$ cat config.mk
export PLATFORM = sky130hd
export DESIGN_NAME = mem_arbiter_flat
export DESIGN_NICKNAME = d
export VERILOG_FILES = /design/src/rtl/mem_arbiter_pkg.sv /design/src/rtl/mem_arbiter_if.sv /design/src/rtl/mem_arbiter_slot.sv /design/src/rtl/mem_arbiter.sv /design/src/flat_wrapper.sv
export SDC_FILE = /design/constraint.sdc
export NUM_CORES = 1
export LEC_CHECK = 0
export BUFFER_PORTS_ARGS = -buffer_cell sky130_fd_sc_hd__buf_2
export CAP_MARGIN = 20
export CORE_MARGIN = 4
export CORE_UTILIZATION = 55
export CTS_CLUSTER_SIZE = 28
export DETAILED_ROUTE_END_ITERATION = 16
export PLACE_DENSITY_LB_ADDON = 0.08
export SLEW_MARGIN = 25
export SYNTH_ARGS = -nofsm -noshare
export SYNTH_HDL_FRONTEND = slang
export SYNTH_SLANG_ARGS = --single-unit
$ cat constraint.sdc
create_clock -name clk -period 2.9 [get_ports clk]
set_input_delay 0.58 -clock clk [delete_from_list [all_inputs] [get_ports clk]]
set_output_delay 0.58 -clock clk [all_outputs]
set_load 0.03 [all_outputs]
$ cat src/rtl/mem_arbiter_pkg.sv
// Shared types and constants for the icache/dcache memory arbiter.
package mem_arbiter_pkg;

  localparam int unsigned MaskW      = 4;
  localparam int unsigned StarveCntW = 4;

  typedef enum logic [1:0] {
    StIdle,
    StIssue,
    StWait
  } state_e;

  typedef enum logic {
    OwnI,
    OwnD
  } owner_e;

  // Any byte enable makes a dcache request a write, regardless of re.
  function automatic logic dcache_is_write(input logic [MaskW-1:0] we);
    return |we;
  endfunction

endpackage

$ cat src/rtl/mem_arbiter_if.sv
// Client (icache/dcache) and backing-memory signals seen by the arbiter.
interface mem_arbiter_if
  import mem_arbiter_pkg::*;
#(
  parameter int unsigned AddrW = 32,
  parameter int unsigned DataW = 32
);

  logic             icache_re;
  logic [AddrW-1:0] icache_addr;
  logic             icache_req_ready;
  logic             icache_resp_valid;
  logic [DataW-1:0] icache_dout;

  logic             dcache_re;
  logic [MaskW-1:0] dcache_we;
  logic [AddrW-1:0] dcache_addr;
  logic [DataW-1:0] dcache_din;
  logic             dcache_req_ready;
  logic             dcache_resp_valid;
  logic [DataW-1:0] dcache_dout;

  logic             mem_req_valid;
  logic             mem_req_ready;
  logic             mem_req_wr;
  logic [AddrW-1:0] mem_addr;
  logic [DataW-1:0] mem_wdata;
  logic [MaskW-1:0] mem_wmask;
  logic             mem_resp_valid;
  logic [DataW-1:0] mem_rdata;

  modport slave (
    input  icache_re, icache_addr,
    output icache_req_ready, icache_resp_valid, icache_dout,
    input  dcache_re, dcache_we, dcache_addr, dcache_din,
    output dcache_req_ready, dcache_resp_valid, dcache_dout,
    output mem_req_valid, mem_req_wr, mem_addr, mem_wdata, mem_wmask,
    input  mem_req_ready, mem_resp_valid, mem_rdata
  );

  modport master (
    output icache_re, icache_addr,
    input  icache_req_ready, icache_resp_valid, icache_dout,
    output dcache_re, dcache_we, dcache_addr, dcache_din,
    input  dcache_req_ready, dcache_resp_valid, dcache_dout,
    input  mem_req_valid, mem_req_wr, mem_addr, mem_wdata, mem_wmask,
    output mem_req_ready, mem_resp_valid, mem_rdata
  );

endinterface

$ cat src/rtl/mem_arbiter_slot.sv
// One-entry request holding register for a single arbiter client.
module mem_arbiter_slot
  import mem_arbiter_pkg::*;
#(
  parameter int unsigned AddrW = 32,
  parameter int unsigned DataW = 32
) (
  input  logic             clk_i,
  input  logic             rst_ni,
  input  logic             req_i,
  input  logic             wr_i,
  input  logic [AddrW-1:0] addr_i,
  input  logic [DataW-1:0] data_i,
  input  logic [MaskW-1:0] mask_i,
  input  logic             free_i,
  output logic             ready_o,
  output logic             pend_o,
  output logic             wr_o,
  output logic [AddrW-1:0] addr_o,
  output logic [DataW-1:0] data_o,
  output logic [MaskW-1:0] mask_o
);

  logic             valid_q;
  logic             wr_q;
  logic [AddrW-1:0] addr_q;
  logic [DataW-1:0] data_q;
  logic [MaskW-1:0] mask_q;
  logic             capture;

  assign ready_o = ~valid_q;
  assign capture = req_i & ~valid_q;

  // The pending view includes a request being captured this edge, so the
  // arbiter can grant it without waiting a cycle for the slot to fill.
  always_comb begin
    pend_o = valid_q | capture;
    wr_o   = capture ? wr_i   : wr_q;
    addr_o = capture ? addr_i : addr_q;
    data_o = capture ? data_i : data_q;
    mask_o = capture ? mask_i : mask_q;
  end

  always_ff @(posedge clk_i or negedge rst_ni) begin
    if (!rst_ni) begin
      valid_q <= 1'b0;
      wr_q    <= 1'b0;
      addr_q  <= '0;
      data_q  <= '0;
      mask_q  <= '0;
    end else if (free_i) begin
      valid_q <= 1'b0;
    end else if (capture) begin
      valid_q <= 1'b1;
      wr_q    <= wr_i;
      addr_q  <= addr_i;
      data_q  <= data_i;
      mask_q  <= mask_i;
    end
  end

endmodule

$ cat src/rtl/mem_arbiter.sv
// Shares one memory port between icache and dcache: dcache priority with an
// icache starvation guard, one transaction in flight, read data routed back.
module mem_arbiter
  import mem_arbiter_pkg::*;
#(
  parameter int unsigned AddrW       = 32,
  parameter int unsigned DataW       = 32,
  parameter int unsigned StarveLimit = 4
) (
  input logic          clk,
  input logic          reset_n,
  mem_arbiter_if.slave bus
);

  state_e                state_q;
  owner_e                owner_q;
  logic [StarveCntW-1:0] starve_q;
  logic                  req_valid_q;
  logic                  req_wr_q;
  logic [AddrW-1:0]      addr_q;
  logic [DataW-1:0]      wdata_q;
  logic [MaskW-1:0]      wmask_q;
  logic [DataW-1:0]      i_dout_q;
  logic [DataW-1:0]      d_dout_q;

  logic             i_ready, i_pend, i_wr, i_free;
  logic [AddrW-1:0] i_addr;
  logic [DataW-1:0] i_data;
  logic [MaskW-1:0] i_mask;
  logic             d_ready, d_pend, d_wr, d_free, d_req, d_is_wr;
  logic [AddrW-1:0] d_addr;
  logic [DataW-1:0] d_data;
  logic [MaskW-1:0] d_mask;

  logic             starve_hit;
  owner_e           grant_own;
  logic             g_wr;
  logic [AddrW-1:0] g_addr;
  logic [DataW-1:0] g_data;
  logic [MaskW-1:0] g_mask;
  logic             done;
  logic             resp_fire;
  logic             i_resp;
  logic             d_resp;

  assign d_is_wr = dcache_is_write(bus.dcache_we);
  assign d_req   = d_is_wr | bus.dcache_re;

  mem_arbiter_slot #(
    .AddrW (AddrW),
    .DataW (DataW)
  ) u_islot (
    .clk_i   (clk),
    .rst_ni  (reset_n),
    .req_i   (bus.icache_re),
    .wr_i    (1'b0),
    .addr_i  (bus.icache_addr),
    .data_i  ('0),
    .mask_i  ('0),
    .free_i  (i_free),
    .ready_o (i_ready),
    .pend_o  (i_pend),
    .wr_o    (i_wr),
    .addr_o  (i_addr),
    .data_o  (i_data),
    .mask_o  (i_mask)
  );

  mem_arbiter_slot #(
    .AddrW (AddrW),
    .DataW (DataW)
  ) u_dslot (
    .clk_i   (clk),
    .rst_ni  (reset_n),
    .req_i   (d_req),
    .wr_i    (d_is_wr),
    .addr_i  (bus.dcache_addr),
    .data_i  (bus.dcache_din),
    .mask_i  (bus.dcache_we),
    .free_i  (d_free),
    .ready_o (d_ready),
    .pend_o  (d_pend),
    .wr_o    (d_wr),
    .addr_o  (d_addr),
    .data_o  (d_data),
    .mask_o  (d_mask)
  );

  always_comb begin
    starve_hit = i_pend && (starve_q == StarveCntW'(StarveLimit));
    grant_own  = (d_pend && !starve_hit) ? OwnD : OwnI;
    g_wr       = (grant_own == OwnD) ? d_wr   : i_wr;
    g_addr     = (grant_own == OwnD) ? d_addr : i_addr;
    g_data     = (grant_own == OwnD) ? d_data : i_data;
    g_mask     = (grant_own == OwnD) ? d_mask : i_mask;

    resp_fire  = (state_q == StWait) && bus.mem_resp_valid;
    done       = ((state_q == StIssue) && bus.mem_req_ready && req_wr_q) || resp_fire;
    i_free     = done && (owner_q == OwnI);
    d_free     = done && (owner_q == OwnD);
    i_resp     = resp_fire && (owner_q == OwnI);
    d_resp     = resp_fire && (owner_q == OwnD);
  end

  always_ff @(posedge clk or negedge reset_n) begin
    if (!reset_n) begin
      state_q     <= StIdle;
      owner_q     <= OwnI;
      starve_q    <= '0;
      req_valid_q <= 1'b0;
      req_wr_q    <= 1'b0;
      addr_q      <= '0;
      wdata_q     <= '0;
      wmask_q     <= '0;
    end else begin
      case (state_q)
        StIdle: begin
          if (i_pend || d_pend) begin
            state_q     <= StIssue;
            owner_q     <= grant_own;
            req_valid_q <= 1'b1;
            req_wr_q    <= g_wr;
            addr_q      <= g_addr;
            wdata_q     <= g_data;
            wmask_q     <= g_mask;
            if (grant_own == OwnI) begin
              starve_q <= '0;
            end else if (i_pend && (starve_q != '1)) begin
              starve_q <= starve_q + StarveCntW'(1);
            end
          end
        end
        StIssue: begin
          if (bus.mem_req_ready) begin
            req_valid_q <= 1'b0;
            state_q     <= req_wr_q ? StIdle : StWait;
          end
        end
        StWait: begin
          if (bus.mem_resp_valid) begin
            state_q <= StIdle;
          end
        end
        default: state_q <= StIdle;
      endcase
    end
  end

  always_ff @(posedge clk or negedge reset_n) begin
    if (!reset_n) begin
      i_dout_q <= '0;
      d_dout_q <= '0;
    end else begin
      if (i_resp) i_dout_q <= bus.mem_rdata;
      if (d_resp) d_dout_q <= bus.mem_rdata;
    end
  end

  assign bus.icache_req_ready  = i_ready;
  assign bus.dcache_req_ready  = d_ready;
  assign bus.icache_resp_valid = i_resp;
  assign bus.dcache_resp_valid = d_resp;
  assign bus.icache_dout       = i_resp ? bus.mem_rdata : i_dout_q;
  assign bus.dcache_dout       = d_resp ? bus.mem_rdata : d_dout_q;
  assign bus.mem_req_valid     = req_valid_q;
  assign bus.mem_req_wr        = req_wr_q;
  assign bus.mem_addr          = addr_q;
  assign bus.mem_wdata         = wdata_q;
  assign bus.mem_wmask         = wmask_q;

endmodule

$ cat src/flat_wrapper.sv
// flat-port wrapper written by rule: the top's interface ports become plain ports
module mem_arbiter_flat import mem_arbiter_pkg::*;
#(
  parameter int unsigned AddrW       = 32,
  parameter int unsigned DataW       = 32,
  parameter int unsigned StarveLimit = 4
)
  (clk, reset_n, bus_icache_re, bus_icache_addr, bus_icache_req_ready, bus_icache_resp_valid, bus_icache_dout, bus_dcache_re, bus_dcache_we, bus_dcache_addr, bus_dcache_din, bus_dcache_req_ready, bus_dcache_resp_valid, bus_dcache_dout, bus_mem_req_valid, bus_mem_req_wr, bus_mem_addr, bus_mem_wdata, bus_mem_wmask, bus_mem_req_ready, bus_mem_resp_valid, bus_mem_rdata);
  mem_arbiter_if #(.AddrW(AddrW), .DataW(DataW)) bus_i ();
  input logic clk;
  input logic reset_n;
  input wire logic [$bits(bus_i.icache_re)-1:0] bus_icache_re;
  input wire logic [$bits(bus_i.icache_addr)-1:0] bus_icache_addr;
  output wire logic [$bits(bus_i.icache_req_ready)-1:0] bus_icache_req_ready;
  output wire logic [$bits(bus_i.icache_resp_valid)-1:0] bus_icache_resp_valid;
  output wire logic [$bits(bus_i.icache_dout)-1:0] bus_icache_dout;
  input wire logic [$bits(bus_i.dcache_re)-1:0] bus_dcache_re;
  input wire logic [$bits(bus_i.dcache_we)-1:0] bus_dcache_we;
  input wire logic [$bits(bus_i.dcache_addr)-1:0] bus_dcache_addr;
  input wire logic [$bits(bus_i.dcache_din)-1:0] bus_dcache_din;
  output wire logic [$bits(bus_i.dcache_req_ready)-1:0] bus_dcache_req_ready;
  output wire logic [$bits(bus_i.dcache_resp_valid)-1:0] bus_dcache_resp_valid;
  output wire logic [$bits(bus_i.dcache_dout)-1:0] bus_dcache_dout;
  output wire logic [$bits(bus_i.mem_req_valid)-1:0] bus_mem_req_valid;
  output wire logic [$bits(bus_i.mem_req_wr)-1:0] bus_mem_req_wr;
  output wire logic [$bits(bus_i.mem_addr)-1:0] bus_mem_addr;
  output wire logic [$bits(bus_i.mem_wdata)-1:0] bus_mem_wdata;
  output wire logic [$bits(bus_i.mem_wmask)-1:0] bus_mem_wmask;
  input wire logic [$bits(bus_i.mem_req_ready)-1:0] bus_mem_req_ready;
  input wire logic [$bits(bus_i.mem_resp_valid)-1:0] bus_mem_resp_valid;
  input wire logic [$bits(bus_i.mem_rdata)-1:0] bus_mem_rdata;
  assign bus_i.icache_re = bus_icache_re;
  assign bus_i.icache_addr = bus_icache_addr;
  assign bus_icache_req_ready = bus_i.icache_req_ready;
  assign bus_icache_resp_valid = bus_i.icache_resp_valid;
  assign bus_icache_dout = bus_i.icache_dout;
  assign bus_i.dcache_re = bus_dcache_re;
  assign bus_i.dcache_we = bus_dcache_we;
  assign bus_i.dcache_addr = bus_dcache_addr;
  assign bus_i.dcache_din = bus_dcache_din;
  assign bus_dcache_req_ready = bus_i.dcache_req_ready;
  assign bus_dcache_resp_valid = bus_i.dcache_resp_valid;
  assign bus_dcache_dout = bus_i.dcache_dout;
  assign bus_mem_req_valid = bus_i.mem_req_valid;
  assign bus_mem_req_wr = bus_i.mem_req_wr;
  assign bus_mem_addr = bus_i.mem_addr;
  assign bus_mem_wdata = bus_i.mem_wdata;
  assign bus_mem_wmask = bus_i.mem_wmask;
  assign bus_i.mem_req_ready = bus_mem_req_ready;
  assign bus_i.mem_resp_valid = bus_mem_resp_valid;
  assign bus_i.mem_rdata = bus_mem_rdata;
  mem_arbiter #(.AddrW(AddrW), .DataW(DataW), .StarveLimit(StarveLimit)) u_core (.clk(clk), .reset_n(reset_n), .bus(bus_i));
endmodule
[After elaboration in Yosys (flattened, before gate mapping)]
Cells that the tools add are included.
Operators by class
  add/sub/neg operators: 1
  equal/unequal tests: 8
  mux-type cells: 29
  bitwise gates (word level): 8
  reductions and logical operators: 22
Operators with widths (count)
  $mux 32: 8
  $mux 4: 5
  $logic_and 1x1->1: 10
  $mux 1: 10
  $reduce_and 3->1: 3
  $mux 2: 4
  $ne 2x2->1 const B: 3
  $pmux 2 s3: 1
  $reduce_bool 2->1: 3
  $add 4x1->4 const B: 1
  $eq 4x3->1 const B: 1
  $ne 4x4->1 const B: 1
  $reduce_or 4->1: 1
  $not 1->1: 3
  $or 1x1->1: 3
  $and 1x1->1: 2
  $eq 2x1->1 const B: 1
  $eq 2x2->1 const B: 1
  $logic_not 2->1: 1
  $logic_or 1x1->1: 2
  $ne 2x1->1 const B: 1
  $pmux 1 s2: 1
  $reduce_and 2->1: 1
  $logic_not 1->1: 1
Storage, ports and cells
  register bits after elaboration: 281
  input port bits: 138
  output and inout bits: 138
  logic and storage cells: 88

[Logic depth before layout (Yosys ltp)]
  depth after elaboration: 9
  mapped depth: 8
  depth with buffers taken out: 6

[Hierarchy]
A second synthesis with hierarchy kept.
Unflattened totals
  cell total of the unflattened synthesis: 1047
  area, all modules: 13236.4 um2
By module, submodules not included
  mem_arbiter_slot: instances 2, cells an instance 228, area each 3437.0 um2, sequential area each 1751.7 um2
  mem_arbiter: instances 1, cells an instance 591, area each 6362.4 um2, sequential area each 3528.4 um2

[Least setup slack after synthesis]
OpenSTA, ideal clock, no wires.
  kind: in2out
  from: input bus_mem_resp_valid
  to: output bus_icache_dout[22]
  arrival: 2.145 ns
  data required time: 2.320 ns
  path slack: 0.175 ns
  stages: 5
  path buffers: 2
  cells stage by stage: and3b_1 nor2b_1 clkbuf_1 clkbuf_1 mux2_2
Between the ends
  longest elaborated chain between the ends: 3
RTL lines
  from (decl): line flat_wrapper.sv:30  | input wire logic [$bits(bus_i.mem_resp_valid)-1:0] bus_mem_resp_valid;
  $logic_and 1x1->1: line mem_arbiter.sv:97  | resp_fire = (state_q == StWait) && bus.mem_resp_valid;
  $logic_and 1x1->1: line mem_arbiter.sv:101  | i_resp = resp_fire && (owner_q == OwnI);
  via bus_icache_resp_valid: line flat_wrapper.sv:15  | output wire logic [$bits(bus_i.icache_resp_valid)-1:0] bus_icache_resp_valid;
  $mux 32: line mem_arbiter.sv:163  | assign bus.icache_dout = i_resp ? bus.mem_rdata : i_dout_q;
  to (decl): line flat_wrapper.sv:16  | output wire logic [$bits(bus_i.icache_dout)-1:0] bus_icache_dout;
The timed path passes the listed nets, and every way through them passes these cells.

[Worst setup path after layout]
  from: register u_core.state_q[0]
  to: output bus_icache_dout[11]
Between the ends
  longest elaborated chain between the ends: 4
RTL lines
  from (decl): line mem_arbiter.sv:15  | state_e state_q;
  from (signal assigned): line mem_arbiter.sv:107  | state_q <= StIdle;
  from (signal assigned): line mem_arbiter.sv:119  | state_q <= StIssue;
  from (signal assigned): line mem_arbiter.sv:136  | state_q <= req_wr_q ? StIdle : StWait;
  $eq 2x2->1: line mem_arbiter.sv:97
  $logic_and 1x1->1: line mem_arbiter.sv:97
  $logic_and 1x1->1: line mem_arbiter.sv:101
  $mux 32: line mem_arbiter.sv:163
No other way between the ends.

==> results.py <==
metrics = {
    "setup_path": {
        "max_stage_delay_ns": 0.43,
        "end_kind": "primary output",
        "crit_chain": "and3b_2 > nor2b_4 > clkbuf_16 > mux2_2 > buf_2",
        "crit_arrival_ns": 2.22,
        "critPathKind": "register to primary output",
        "crit_required_ns": 2.32,
        "crit_fanout": 16,
        "r2r_end": "u_core.bus.mem_wdata[16]",
        "setup.worst_path.start_class": "register",
        "r2r_cells": 5,
        "crit_path_top_delay_cell": "dfrtp_1",
        "reg2reg_from": "u_core.state_q[1]",
        "r2r_slack_ns": 0.84,
    },
    "cts": {
        "cts_hold_buf": 0,
        "clkSinkCount": 281,
        "clkTransAtPathRegs_ns": 0.06,
        "tritoncts": "built",
        "clock_latency_ns": 0.53,
        "cts_inserted_buffers": 29,
        "h-tree-depth": 1,
        "cts_root_buf": "clkbuf_16",
        "ctsLongestPathBuffers": 3,
    },
    "routing": {
        "drt-met1-wl_um": 13300,
        "viasPerCell": 5.74,
        "maxUsedRoutingLayer": "met5",
        "wl_per_cell_um": 18.9,
        "vias": 9593,
        "met2_length_um": 14800,
        "first_iter_violations": 641,
        "wirelength_um": 31600,
        "post-route-drc-count": 0,
        "route.met3.wl_um": 2710,
        "drt_pass1_iterations": 5,
        "antenna_left": 0,
    },
    "global_route": {
        "grt_max_degree": 83,
        "antenna_found_initial": 5,
        "grt_pass1_vias": 9924,
        "grt_overflow": 0,
        "grt.total_usage_pct": 24.4,
        "grt_pass1_wl_um": 51600,
    },
    "floorplan": {
        "io_pins": 276,
        "floorplan.rows": 55,
        "dieArea_mm2": 0.0254,
        "die_w_um": 159,
        "fp.dieH_um": 159,
        "start_util_pct": 55.9,
        "core-area_mm2": 0.0226,
    },
    "logic_synthesis": {
        "syn_area_mm2": 0.0126,
        "synth_edf_count": 0,
        "ys_async_sr_fraction_pct": 100,
        "synth-seq-area-share_pct": 55.7,
        "synth-seq-cells": 281,
        "synthFlopType": "dfrtp_1",
        "synth_cell_type_count": 48,
        "postSynthCellCount": 1107,
        "avgSynthCellArea_um2": 11.4,
        "yosysWarnings": 0,
        "syn-num-nets": 1247,
    },
    "timing": {
        "slew_violations": 0,
        "setup_viol": 0,
        "min_period_ns": 2.80,
        "finalClockSkew_ns": 0.0107,
        "tightest_slew_ns": 0.696,
        "timing.final.crit_share_pct": 96.4,
        "rsz0062_at_grt": "no",
        "hold_violations": 0,
        "slew_headroom_pct": 53.4,
        "fmax_ghz": 0.358,
        "setup_tns_ns": 0,
    },
    "pwr": {
        "vdd_drop_max_uv": 685,
        "p_switching_mw": 7.53,
        "power_frac_seq_pct": 35.4,
        "intPower_mw": 10.7,
        "cellPowerDensity_mw_per_mm2": 1190,
        "pwr-share-comb_pct": 45.4,
        "clock_power_share_pct": 19.2,
        "power.leakage_nw": 7.99,
        "switching_share_pct": 41.3,
    },
    "cells_and_area": {
        "fin_nets": 1502,
        "fin_area_mm2": 0.0154,
        "drive_above_1_share_pct": 34.4,
        "fillers": 1745,
        "area_delta_synth_final_pct": 21.9,
    },
    "place": {
        "placed_cell_area_mm2": 0.0144,
        "place_congestion": 0.846,
        "place_hpwl_um": 20500,
        "port_buffers": 275,
    },
    "run_status": {
        "status": "completed",
    },
    "job": {
        "cap_violations": 0,
    },
    "min_path": {
        "hp-class": "primary input to asynchronous set/reset pin",
    },
}
==> registers in the layout, indices dropped and copies added, names as in the netlist <==
register,cells
u_core.bus.mem_addr,32
u_core.bus.mem_req_valid,1
u_core.bus.mem_req_wr,1
u_core.bus.mem_wdata,32
u_core.bus.mem_wmask,4
u_core.d_dout_q,32
u_core.i_dout_q,32
u_core.owner_q,1
u_core.starve_q,4
u_core.state_q,2
u_core.u_dslot.addr_q,32
u_core.u_dslot.data_q,32
u_core.u_dslot.mask_q,4
u_core.u_dslot.valid_q,1
u_core.u_dslot.wr_q,1
u_core.u_islot.addr_q,32
u_core.u_islot.data_q,32
u_core.u_islot.mask_q,4
u_core.u_islot.valid_q,1
u_core.u_islot.wr_q,1
==> worst max-delay path, delay by kind of cell, from the launching register on <==
| kind | cells | cell delay (ns) |
|---|---|---|
| mux | 1 | 0.36 |
| buf+inv | 2 | 0.40 |
| simple gates | 2 | 0.49 |
| flops | 1 | 0.43 |
==> cells by family (layout without fill, tap and decap cells) <==
kind of cell	after synthesis	in the layout	share of synthesized area, %
DFF	281	281	55.7
AOI/OAI and AO/OA	269	269	14.1
and+or+nand+nor	265	265	9.77
muxes	197	197	16.9
buffers and inverters	93	368	3.28
adders and majority gates	2	2	0.198
other	0	3	0
==> final cells by class <==
type                       instances  area, um^2  area share [%]
sequential                       281        7030            45.7
inverter                           7        26.3           0.171
timing repair buffer             310        1820            11.8
clock buffer                      44         862            5.61
antenna                            3        7.51          0.0488
tap                              285         357            2.32
clock inverter                     7        35.0           0.228
multi-input combinational        733        5240            34.1
==> repair_timing <==
action / in CTS / in global routing
cloned: 0 / 1
endpoints found under the setup margin: 32 / 32
gates resized for setup: 1 / 1
buffers inserted: 0 / 1
==> metrics by stage <==
stage                     std cells  power [mW]  utilization, %  hold slack, ns  worst slack (ns)
after detailed placement       1614        14.8            63.9           0.470             0.109
final                          1670        18.2            68.1          0.0287             0.104
after global placement         1614        14.6            63.9           0.460             0.179
after global routing           1669        19.5            68.1          0.0769            0.0188
after CTS                      1665        18.4            67.9          0.0598            0.0128
after floorplan                1107        12.3               -           0.284             0.175
==> worst max-delay path by stage <==
stage,from,to,cells after the start
6_report,u_core.state_q[0],bus_icache_dout[11],5
4_1_cts,u_core.state_q[0],bus_icache_dout[8],5
3_5_place_dp,bus_dcache_we[2],u_core.bus.mem_wdata[18],7
2_1_floorplan,bus_mem_resp_valid,bus_icache_dout[22],5
3_3_place_gp,bus_dcache_we[2],u_core.bus.mem_wdata[14],7
5_1_grt,u_core.state_q[0],bus_icache_dout[11],5
==> layout by cell type, fill, tap and decap left out, drive strengths merged, types with 3 or more instances in the layout <==
cell type / n
diode: 3
clkbuf: 45
and3b: 3
o211a: 33
nand3: 3
dfrtp: 281
mux2i: 66
o221ai: 32
buf: 309
nand2: 72
o21ai: 74
inv: 7
nor2: 103
a22o: 6
mux2: 131
clkinv: 7
nand2b: 36
a31oi: 39
a21oi: 71
nor2b: 39
==> cell usage after synthesis (2+ instances only) <==
| library cell | number | area [um^2] |
|---|---|---|
| and3b_1 | 3 | 26.3 |
| dfrtp_1 | 281 | 7030 |
| a22o_1 | 6 | 52.6 |
| nor2b_1 | 39 | 244 |
| o211a_1 | 33 | 330 |
| ha_1 | 2 | 25.0 |
| nand2_1 | 72 | 270 |
| buf_1 | 6 | 22.5 |
| buf_4 | 6 | 45.0 |
| mux2_1 | 26 | 293 |
| nor2_1 | 103 | 387 |
| o21ai_1 | 4 | 20.0 |
| a31oi_1 | 39 | 244 |
| inv_1 | 6 | 22.5 |
| nand3_1 | 3 | 15.0 |
| o21ai_0 | 69 | 345 |
| o221ai_1 | 31 | 272 |
| a21oi_1 | 71 | 355 |
| clkbuf_1 | 55 | 206 |
| mux2_2 | 105 | 1180 |
| nor4_1 | 2 | 12.5 |
| buf_2 | 16 | 80.1 |
| nand2b_1 | 36 | 225 |
| mux2i_1 | 66 | 661 |
| buf_6 | 3 | 33.8 |
| or2_2 | 2 | 12.5 |
==> per-layer routing <==
metal  global-route usage (%)  up-vias
met2                     39.0      339
met5                        0        -
met1                     33.2     4719
li1                         -     4462
met3                     7.04       67
met4                     6.15        6
==> power groups by stage <==
stage          Combinational (mW)  Clock (mW)  Sequential [mW]
6_report                     8.29        3.50             6.45
3_5_place_dp                 8.32           0             6.49
5_1_grt                      9.06        3.75             6.65
2_1_floorplan                5.12           0             7.20
4_1_cts                      8.35        3.58             6.44
3_3_place_gp                 8.14           0             6.41
No activity file was read; power rests on OpenSTA's default activity.
